`config.mk`:
```
export PLATFORM = sky130hd
export DESIGN_NAME = uart_rx_frontend_flat
export DESIGN_NICKNAME = d
export VERILOG_FILES = /design/src/rtl/uart_rx_frontend_pkg.sv /design/src/rtl/uart_rx_frontend_if.sv /design/src/rtl/uart_rx_frontend_bit_sampler.sv /design/src/rtl/uart_rx_frontend.sv /design/src/flat_wrapper.sv
export SDC_FILE = /design/constraint.sdc
export NUM_CORES = 1
export LEC_CHECK = 0
export CAP_MARGIN = 25
export CORE_MARGIN = 2
export CORE_UTILIZATION = 39
export DETAILED_ROUTE_END_ITERATION = 7
export SLEW_MARGIN = 25
export SYNTH_ARGS = -nofsm -noshare
export SYNTH_HDL_FRONTEND = slang
export SYNTH_SLANG_ARGS = --single-unit
```
`constraint.sdc`:
```
create_clock -name clk -period 3.55 [get_ports clk]
set_clock_uncertainty 0.1 [all_clocks]
set_input_delay 0.5325 -clock clk [delete_from_list [all_inputs] [get_ports clk]]
set_output_delay 0.5325 -clock clk [all_outputs]
set_load 0.05 [all_outputs]
```
`src/rtl/uart_rx_frontend_pkg.sv`:
```
// uart_pkg: shared state encoding, data width and majority-vote helper for the UART receive front end
package uart_pkg;

    localparam int DATA_BITS = 8;

    typedef enum logic [2:0] {
        IDLE   = 3'd0,
        START  = 3'd1,
        DATA   = 3'd2,
        PARITY = 3'd3,
        STOP   = 3'd4,
        BREAK  = 3'd5
    } rx_state_e;

    function automatic logic vote3(input logic a, input logic b, input logic c);
        return (a & b) | (a & c) | (b & c);
    endfunction

endpackage

```
`src/rtl/uart_rx_frontend_if.sv`:
```
// uart_rx_frontend_if: valid/ready byte stream from the receive front end to the rx FIFO
interface uart_rx_frontend_if;
    import uart_pkg::*;

    logic                 m_valid;
    logic                 m_ready;
    logic [DATA_BITS-1:0] m_data;

    modport master (output m_valid, output m_data, input m_ready);
    modport slave  (input m_valid, input m_data, output m_ready);

endinterface

```
`src/rtl/uart_rx_frontend_bit_sampler.sv`:
```
// bit_sampler: rxd synchroniser, bit timer and 3-sample majority vote around each bit centre
module bit_sampler
    import uart_pkg::*;
#(
    parameter int PRESCALER   = 24,
    parameter int SYNC_STAGES = 2
) (
    input  logic clk,
    input  logic reset_n,
    input  logic rxd,
    input  logic arm,
    input  logic hold,
    output logic rxd_sync,
    output logic sample_valid,
    output logic sample_bit
);

    localparam int CNT_W = $clog2(PRESCALER);
    localparam logic [CNT_W-1:0] HALF = CNT_W'(PRESCALER / 2);
    localparam logic [CNT_W-1:0] FULL = CNT_W'(PRESCALER - 1);

    logic [SYNC_STAGES-1:0] sync_q, sync_d;
    logic [1:0]             hist_q, hist_d;
    logic [CNT_W-1:0]       cnt_q, cnt_d;

    assign rxd_sync     = sync_q[SYNC_STAGES-1];
    // Timer reaches zero one cycle after the bit centre, when all three votes are in
    assign sample_valid = (cnt_q == '0);
    assign sample_bit   = vote3(hist_q[1], hist_q[0], rxd_sync);

    // Next synchroniser/history state; the timer reloads from its own zero so bit centres never drift
    always_comb begin
        sync_d = {sync_q[SYNC_STAGES-2:0], rxd};
        hist_d = {hist_q[0], rxd_sync};
        cnt_d  = arm ? HALF : (hold || cnt_q == '0) ? FULL : cnt_q - CNT_W'(1);
    end

    // Line idles high, so the synchroniser and vote history reset to ones
    always_ff @(posedge clk or negedge reset_n) begin
        if (!reset_n) begin
            sync_q <= '1;
            hist_q <= '1;
            cnt_q  <= '0;
        end else begin
            sync_q <= sync_d;
            hist_q <= hist_d;
            cnt_q  <= cnt_d;
        end
    end

endmodule

```
`src/rtl/uart_rx_frontend.sv`:
```
// uart_rx_frontend: 8N1 receiver with framing/overrun detection and saturating error counters (UART_RX_PARITY_EN adds even parity)
module uart_rx_frontend
    import uart_pkg::*;
#(
    parameter int PRESCALER   = 24,
    parameter int SYNC_STAGES = 2,
    parameter int ERR_CNT_W   = 8
) (
    input  logic                 clk,
    input  logic                 reset_n,
    input  logic                 rxd,
    uart_rx_frontend_if.master   m,
    output logic                 frame_err,
    output logic                 overrun,
    output logic [ERR_CNT_W-1:0] frame_cnt,
    output logic [ERR_CNT_W-1:0] overrun_cnt
`ifdef UART_RX_PARITY_EN
    ,
    output logic                 parity_err,
    output logic [ERR_CNT_W-1:0] parity_cnt
`endif
);

    rx_state_e            state_q, state_d;
    logic [2:0]           idx_q, idx_d;
    logic [DATA_BITS-1:0] shift_q, shift_d, data_q, data_d;
    logic                 valid_q, valid_d;
    logic                 frame_err_q, frame_err_d, overrun_q, overrun_d;
    logic [ERR_CNT_W-1:0] frame_cnt_q, frame_cnt_d, overrun_cnt_q, overrun_cnt_d;
    logic                 arm, hold, drop;
    logic                 rxd_sync, sample_valid, sample_bit;
`ifdef UART_RX_PARITY_EN
    logic                 par_bad_q, par_bad_d, parity_err_q, parity_err_d;
    logic [ERR_CNT_W-1:0] parity_cnt_q, parity_cnt_d;
    assign drop       = par_bad_q;
    assign parity_err = parity_err_q;
    assign parity_cnt = parity_cnt_q;
`else
    assign drop = 1'b0;
`endif

    bit_sampler #(.PRESCALER(PRESCALER), .SYNC_STAGES(SYNC_STAGES)) u_sampler (
        .clk          (clk),
        .reset_n      (reset_n),
        .rxd          (rxd),
        .arm          (arm),
        .hold         (hold),
        .rxd_sync     (rxd_sync),
        .sample_valid (sample_valid),
        .sample_bit   (sample_bit)
    );

    assign m.m_valid   = valid_q;
    assign m.m_data    = data_q;
    assign frame_err   = frame_err_q;
    assign overrun     = overrun_q;
    assign frame_cnt   = frame_cnt_q;
    assign overrun_cnt = overrun_cnt_q;

    // Frame FSM, output handshake and error counting; a new byte load overrides a same-cycle accept
    always_comb begin
        state_d     = state_q;
        idx_d       = idx_q;
        shift_d     = shift_q;
        data_d      = data_q;
        valid_d     = valid_q && !m.m_ready;
        frame_err_d = 1'b0;
        overrun_d   = 1'b0;
        arm         = 1'b0;
        hold        = 1'b0;
`ifdef UART_RX_PARITY_EN
        par_bad_d    = par_bad_q;
        parity_err_d = 1'b0;
`endif
        case (state_q)
            IDLE: begin
                if (!rxd_sync) begin
                    arm     = 1'b1;
                    state_d = START;
                end
            end
            START: begin
                if (sample_valid) begin
                    state_d = sample_bit ? IDLE : DATA;
                    idx_d   = '0;
                end
            end
            DATA: begin
                if (sample_valid) begin
                    shift_d[idx_q] = sample_bit;
                    idx_d          = idx_q + 3'd1;
`ifdef UART_RX_PARITY_EN
                    if (idx_q == 3'(DATA_BITS - 1)) state_d = PARITY;
`else
                    if (idx_q == 3'(DATA_BITS - 1)) state_d = STOP;
`endif
                end
            end
`ifdef UART_RX_PARITY_EN
            PARITY: begin
                if (sample_valid) begin
                    par_bad_d    = sample_bit ^ (^shift_q);
                    parity_err_d = par_bad_d;
                    state_d      = STOP;
                end
            end
`endif
            STOP: begin
                if (sample_valid) begin
                    if (!sample_bit) begin
                        frame_err_d = 1'b1;
                        state_d     = BREAK;
                    end else begin
                        // Leave half a bit early so the next start edge is caught promptly
                        state_d = IDLE;
                        if (!drop) begin
                            if (!valid_q || m.m_ready) begin
                                data_d  = shift_q;
                                valid_d = 1'b1;
                            end else begin
                                overrun_d = 1'b1;
                            end
                        end
                    end
                end
            end
            BREAK: begin
                // Any low sample restarts the one-bit idle qualification
                if (!rxd_sync) hold = 1'b1;
                else if (sample_valid) state_d = IDLE;
            end
            default: state_d = IDLE;
        endcase
        frame_cnt_d   = frame_cnt_q + ERR_CNT_W'(frame_err_d && !(&frame_cnt_q));
        overrun_cnt_d = overrun_cnt_q + ERR_CNT_W'(overrun_d && !(&overrun_cnt_q));
`ifdef UART_RX_PARITY_EN
        parity_cnt_d  = parity_cnt_q + ERR_CNT_W'(parity_err_d && !(&parity_cnt_q));
`endif
    end

    // State and output registers; reset drops any partial frame silently
    always_ff @(posedge clk or negedge reset_n) begin
        if (!reset_n) begin
            state_q       <= IDLE;
            idx_q         <= '0;
            shift_q       <= '0;
            data_q        <= '0;
            valid_q       <= 1'b0;
            frame_err_q   <= 1'b0;
            overrun_q     <= 1'b0;
            frame_cnt_q   <= '0;
            overrun_cnt_q <= '0;
`ifdef UART_RX_PARITY_EN
            par_bad_q     <= 1'b0;
            parity_err_q  <= 1'b0;
            parity_cnt_q  <= '0;
`endif
        end else begin
            state_q       <= state_d;
            idx_q         <= idx_d;
            shift_q       <= shift_d;
            data_q        <= data_d;
            valid_q       <= valid_d;
            frame_err_q   <= frame_err_d;
            overrun_q     <= overrun_d;
            frame_cnt_q   <= frame_cnt_d;
            overrun_cnt_q <= overrun_cnt_d;
`ifdef UART_RX_PARITY_EN
            par_bad_q     <= par_bad_d;
            parity_err_q  <= parity_err_d;
            parity_cnt_q  <= parity_cnt_d;
`endif
        end
    end

endmodule
```
`src/flat_wrapper.sv`:
```
// flat-port wrapper written by rule: the top's interface ports become plain ports
module uart_rx_frontend_flat import uart_pkg::*;
#(
    parameter int PRESCALER   = 24,
    parameter int SYNC_STAGES = 2,
    parameter int ERR_CNT_W   = 8
)
  (clk, reset_n, rxd, frame_err, overrun, frame_cnt, overrun_cnt, m_m_valid, m_m_data, m_m_ready);
  uart_rx_frontend_if m_i ();
  input  logic clk;
  input  logic reset_n;
  input  logic rxd;
  output logic frame_err;
  output logic overrun;
  output logic [ERR_CNT_W-1:0] frame_cnt;
  output logic [ERR_CNT_W-1:0] overrun_cnt;
  output wire logic [$bits(m_i.m_valid)-1:0] m_m_valid;
  output wire logic [$bits(m_i.m_data)-1:0] m_m_data;
  input wire logic [$bits(m_i.m_ready)-1:0] m_m_ready;
  assign m_m_valid = m_i.m_valid;
  assign m_m_data = m_i.m_data;
  assign m_i.m_ready = m_m_ready;
  uart_rx_frontend #(.PRESCALER(PRESCALER), .SYNC_STAGES(SYNC_STAGES), .ERR_CNT_W(ERR_CNT_W)) u_core (.clk(clk), .reset_n(reset_n), .rxd(rxd), .m(m_i), .frame_err(frame_err), .overrun(overrun), .frame_cnt(frame_cnt), .overrun_cnt(overrun_cnt));
endmodule
```
[Yosys cells after proc, flatten, opt, wreduce, memory -nomap -nowiden]
Index checks and enable logic that the tools add are counted.
Cells by class
  add/sub/neg operators: 4
  multiplexer cells: 31
  reductions and logical operators: 19
  magnitude comparators: 2
  equality and inequality tests: 12
  bitwise logic cells: 5
Operators by type and width (count)
  3-bit two-way mux: 9
  8-bit by 1-bit adder with 8-bit output: 2
  8-bit AND reduction: 2
  1-bit two-way mux: 15
  3-bit one-hot mux with 5 select lines: 1
  5-bit two-way mux: 2
  2-bit by 1-bit inequality test with 1-bit output (second input constant): 5
  3-bit equality test (second input constant): 3
  8-bit bitwise mux: 1
  7-bit AND reduction: 1
  3-bit one-hot mux with 2 select lines: 1
  5-bit logical NOT: 1
  5-bit by 1-bit subtractor with 5-bit output (second input constant): 1
  1-bit logical AND: 4
  1-bit logical NOT: 4
  3-bit by 4-bit < comparator with 1-bit output (second input constant): 1
  2-bit inequality test (second input constant): 2
  4-bit AND reduction: 1
  3-bit by 1-bit adder with 3-bit output (second input constant): 1
  1-bit AND: 3
  1-bit demux with 3-bit select: 1
  3-bit by 1-bit equality test with 1-bit output (second input constant): 1
  3-bit by 2-bit equality test with 1-bit output (second input constant): 1
  3-bit by 1-bit >= comparator with 1-bit output (second input constant): 1
  7 further kinds: 9
Word-level totals
  register bits after elaboration: 50
  logic and storage cells: 85
  output and inout port bits: 27
  bits of input ports: 4

[Longest topological paths before layout]
  word-level depth: 8
  mapped depth: 10

[Cells and area by module]
Synthesis repeated with hierarchy kept, for this count alone.
Unflattened totals
  cells, all modules: 189
  area total of the unflattened synthesis: 2238.4 um^2
Modules (own cells, without submodules)
  uart_rx_frontend: area an instance 1885.6 um^2, cells each 163, sequential area each 1026.0 um^2, instances 1
  bit_sampler: area an instance 352.8 um^2, cells each 26, sequential area each 230.2 um^2, instances 1

[Worst setup path after synthesis]
No wires, ideal clock.
  path kind: register to register
  from: register u_core.u_sampler.cnt_q[0]
  to: register u_core.frame_cnt_q[6], in the netlist u_core.frame_cnt[6]
  arrival: 2372 ps
  path slack: 937 ps
  clock period less this slack: 2613 ps
  stages on the path, launching flop included: 11
  path through: dfrtp_1 -> inv_1 -> ha_1 -> or4b_4 -> buf_6 -> nor4_1 -> o21a_1 -> ha_1 -> ha_1 -> nand4_1 -> xnor2_1
Between the ends
  longest elaborated chain between the ends: 5
RTL lines
  start, declared: RTL line uart_rx_frontend_bit_sampler.sv:24  | logic [CNT_W-1:0] cnt_q, cnt_d;
  start signal, assigned: RTL line uart_rx_frontend_bit_sampler.sv:47  | cnt_q <= cnt_d;
  5-bit logical NOT: RTL line uart_rx_frontend_bit_sampler.sv:28  | assign sample_valid = (cnt_q == '0);
  1-bit two-way mux: RTL line uart_rx_frontend.sv:109  | if (sample_valid) begin
  1-bit two-way mux: RTL line uart_rx_frontend.sv:75  | case (state_q)
  named net u_core.frame_err_d: RTL line uart_rx_frontend.sv:28  | logic frame_err_q, frame_err_d, overrun_q, overrun_d;
  1-bit logical AND: RTL line uart_rx_frontend.sv:134  | frame_cnt_d = frame_cnt_q + ERR_CNT_W'(frame_err_d && !(&frame_cnt_q));
  8-bit by 1-bit adder with 8-bit output: RTL line uart_rx_frontend.sv:134
  named net u_core.frame_cnt_d[6]: RTL line uart_rx_frontend.sv:29  | logic [ERR_CNT_W-1:0] frame_cnt_q, frame_cnt_d, overrun_cnt_q, overrun_cnt_d;
  end signal, assigned: RTL line uart_rx_frontend.sv:166  | frame_cnt_q <= frame_cnt_d;
  end, declared: RTL line uart_rx_frontend.sv:29
The timed path passes the listed nets, and every way through them passes these cells.
A chain may end at the register's enable or synchronous reset.

[Final worst setup path]
  from: register u_core.u_sampler.cnt_q[0]
  to: register u_core.overrun_cnt_q[4], in the netlist u_core.overrun_cnt[4]
Between the ends
  longest elaborated chain between the ends: 5
RTL lines
  5-bit logical NOT: RTL line uart_rx_frontend_bit_sampler.sv:28
  1-bit two-way mux: RTL line uart_rx_frontend.sv:109
  1-bit two-way mux: RTL line uart_rx_frontend.sv:75
  1-bit logical AND: RTL line uart_rx_frontend.sv:135  | overrun_cnt_d = overrun_cnt_q + ERR_CNT_W'(overrun_d && !(&overrun_cnt_q));
  8-bit by 1-bit adder with 8-bit output: RTL line uart_rx_frontend.sv:135
  named net u_core.overrun_cnt_d[4]: RTL line uart_rx_frontend.sv:29
  end signal, assigned: RTL line uart_rx_frontend.sv:167  | overrun_cnt_q <= overrun_cnt_d;
  end, declared: RTL line uart_rx_frontend.sv:29
The timed path passes the listed nets, and every way through them passes these cells.

==> run_results.csv <==
group,metric,value,unit
outcome,status,"complete, no violations",
sta,hold_viol,0,
place,hpwl,2.87,mm
global_route,grt_max_degree,34,
finish,diodes,0,
setup_path,path_class,"reg -> reg",
yosys,synth_edf_count,0,
drt,drc_errors,0,
die,design.core.area,0.00557,mm²
sta,setup_violations,0,
clock_network,hold_buffers,0,
power_and_ir_drop,ir_drop,0.243,mV
finish,nNetsFinal,236,
sta,fmax,363,MHz
die,io_pins,31,
finish,final_common_cell,"dfrtp_1",
global_route,grt_pass1_vias,1589,
sta,slew-limit-headroom,47.4,%
setup_path,cp_data_arrival_time,2.84,ns
yosys,synth_seq_cells,50,
global_route,grt_use_met3,3.03,%
place,gp_congestion,0.741,
yosys,synth_nets,204,
power_and_ir_drop,total_power,1200,µW
die,initial_core_util,40.8,%
clock_network,path_clk_slew,0.09,ns
clock_network,numClockSinks,50,
min_path,min_path_type,"in -> async",
global_route,grt_pass1_wl,7.07,mm
finish,mostFrequentLayoutCells,"46 x dfrtp_1, 29 x clkdlybuf4s50_1, 12 x nand2_1, 12 x nor2_1, 11 x mux2_2",
global_route,antenna_found_initial,0,
clock_network,clk_path_buf_depth,2,
clock_network,cts_resized,0,
setup_path,crit_path_start_kind,"flip-flop",
yosys,syn_area,0.00228,mm²
sta,tightestPinTransition,0.778,ns
place,numPortBuffers,30,
place,place_area,0.00264,mm²
yosys,synth-adder-area-share,4.84,%
sta,hold_slack,0.177,ns
clock_network,clock_latency,0.30,ns
drt,dr.pass1.iters,4,
finish,final_area,0.00272,mm²
drt,avgViaCountPerCell,5.13,
clock_network,htreeDepth,2,
yosys,seq_area_frac_synth,55.2,%
setup_path,critPathRequiredTime,3.64,ns
global_route,gr-usage-met2,21.2,%
yosys,synth_simple_gate_area_share,16.9,%
clock_network,cts_tree,"yes",
yosys,synth_ff_type,"dfrtp_1",
die,die_w,80.4,µm
sta,rsz0062_at_grt,"false",
yosys,synth_top_family_by_area,"simple AND/OR/NAND/NOR gates",
yosys,synth-compound-area-share,7.92,%
yosys,synth_xor_xnor_area_share,5.77,%
power_and_ir_drop,p_leak,0.00125,µW
global_route,overflow,0,
global_route,met1_usage,19.4,%
setup_path,cp_slowest_stage_delay,0.60,ns
yosys,synthCells,192,
sta,slew_violations,0,
setup_path,crit_fanout,12,
finish,drive_gt1_share,12.9,%
clock_network,cts_buffers,5,
setup_path,cpMaxStageDelayCell,"or4b_4",
clock_network,cts_root_buffer,"clkbuf_8",
die,dieArea,0.00646,mm²
yosys,muxShareOfSynthArea,7.42,%
global_route,track_usage,14.1,%
setup_path,crit_chain,"inv_1 > ha_1 > or4b_4 > nor3_4 > nand2_1 > nor3_1 > ha_1 > ha_1 > nand3_1 > xnor2_1",
yosys,syn_avg_cell_area,11.9,µm²
die,rows,27,
sta,final.period_utilization,77.6,%
power_and_ir_drop,powerDensity,442,mW/mm²
yosys,yosysUniqueCellTypes,41,
clock_network,cts_setup_buffers,0,
setup_path,end_kind,"flip-flop",
setup_path,crit_path_frequent_cell,"ha_1",
finish,fillers,517,
die,die_h,80.4,µm
global_route,top_usage_layer,"met2",
drt,routed_wirelength,3.98,mm
finish,area_growth,19.6,%
drt,wl_per_cell,13.4,µm
drt,dr.first_iter.drc_count,68,
sta,min_period,2.75,ns
yosys,yosys_warnings,0,
drt,ant_nets,0,
sta,tns,0,ns
drt,num_vias,1524,
yosys,postSynth.asyncResetShare,100,%
run,drv_cap,0,
## registers in the layout (all words and copies together) (netlist names), 2 cells and up
signal / count
u_core.frame_cnt: 8
u_core.m.m_data: 8
u_core.overrun_cnt: 8
u_core.shift_q: 8
u_core.u_sampler.cnt_q: 5
u_core.idx_q: 3
u_core.state_q: 3
u_core.u_sampler.hist_q: 2
u_core.u_sampler.sync_q: 2
## metrics by stage
stage / utilization [%] / setup WS [ns] / instances
CTS: 48.8 / 0.777 / 297
global route: 48.8 / 0.582 / 297
finish: 48.8 / 0.796 / 297
global placement: 47.3 / 0.886 / 289
floorplan: - / 0.937 / 192
detailed placement: 47.3 / 0.783 / 289
## worst paths after layout
path | cells past startpoint | from | endpoint | slack, ns
min reg2reg | 0 | u_core.u_sampler.sync_q[0]$_DFF_PN1_ | u_core.u_sampler.sync_q[1]$_DFF_PN1_ | 0.26
min | 1 | reset_n | u_core.m.m_data[5]$_DFFE_PN0P_ | 0.18
max reg2reg | 10 | u_core.u_sampler.cnt_q[0]$_DFF_PN0_ | u_core.overrun_cnt[4]$_DFF_PN0_ | 0.80
max in group asynchronous | 2 | reset_n | u_core.frame_err$_DFF_PN0_ | 2.48
min in group clk | 0 | u_core.u_sampler.sync_q[0]$_DFF_PN1_ | u_core.u_sampler.sync_q[1]$_DFF_PN1_ | 0.26
max | 10 | u_core.u_sampler.cnt_q[0]$_DFF_PN0_ | u_core.overrun_cnt[4]$_DFF_PN0_ | 0.80
## synthesized netlist by cell type, drive strengths merged, types with 5 or more instances
library cell | n | share of area (%)
dfrtp | 46 | 51
mux2 | 15 | 7.4
nor2 | 13 | 2.3
nand2 | 12 | 2.0
nand3 | 11 | 3.0
xnor2 | 9 | 3.5
ha | 8 | 4.4
nor3 | 8 | 2.7
and3 | 6 | 1.6
xor2 | 6 | 2.3
a21oi | 5 | 1.1
clkbuf | 5 | 0.82
## per-layer routing
metal	share of wire (%)	vias up
li1	-	749
met1	51	747
met2	45	19
met3	2.0	9
met4	2.5	0
met5	0	-
## kinds of logic after synthesis
family / Yosys count
multiplexers: 15
buffers and inverters: 10
adder cells (fa/ha/maj): 9
AO/OA/AOI/OAI: 26
AND/OR/NAND/NOR: 67
flip-flops: 50
XOR/XNOR: 15
## layout make-up
class | instances | area [µm²] | area share [%]
tap | 72 | 90.1 | 3.31
clock buffer | 7 | 76.3 | 2.80
clock inverter | 1 | 7.51 | 0.276
sequential | 50 | 1260 | 46.1
timing repair buffer | 31 | 303 | 11.1
inverter | 4 | 15.0 | 0.551
multi-input combinational | 132 | 975 | 35.8
## where the power goes
| group | switching (µW) | total [µW] | internal [µW] |
|---|---|---|---|
| clock | 174 | 314 | 140 |
| sequential | 59.9 | 672 | 612 |
| combinational | 121 | 218 | 97.4 |
| total | 355 | 1200 | 849 |
## worst max-delay path, delay by kind of cell (launching register included)
kind,cells,cell delay [ns]
AND/OR/NAND/NOR,5,1.29
buffers and inverters,1,0.11
adder cells (fa/ha/maj),3,0.61
flip-flops,1,0.39
XOR/XNOR,1,0.14
(Power assumes the default switching activity.)
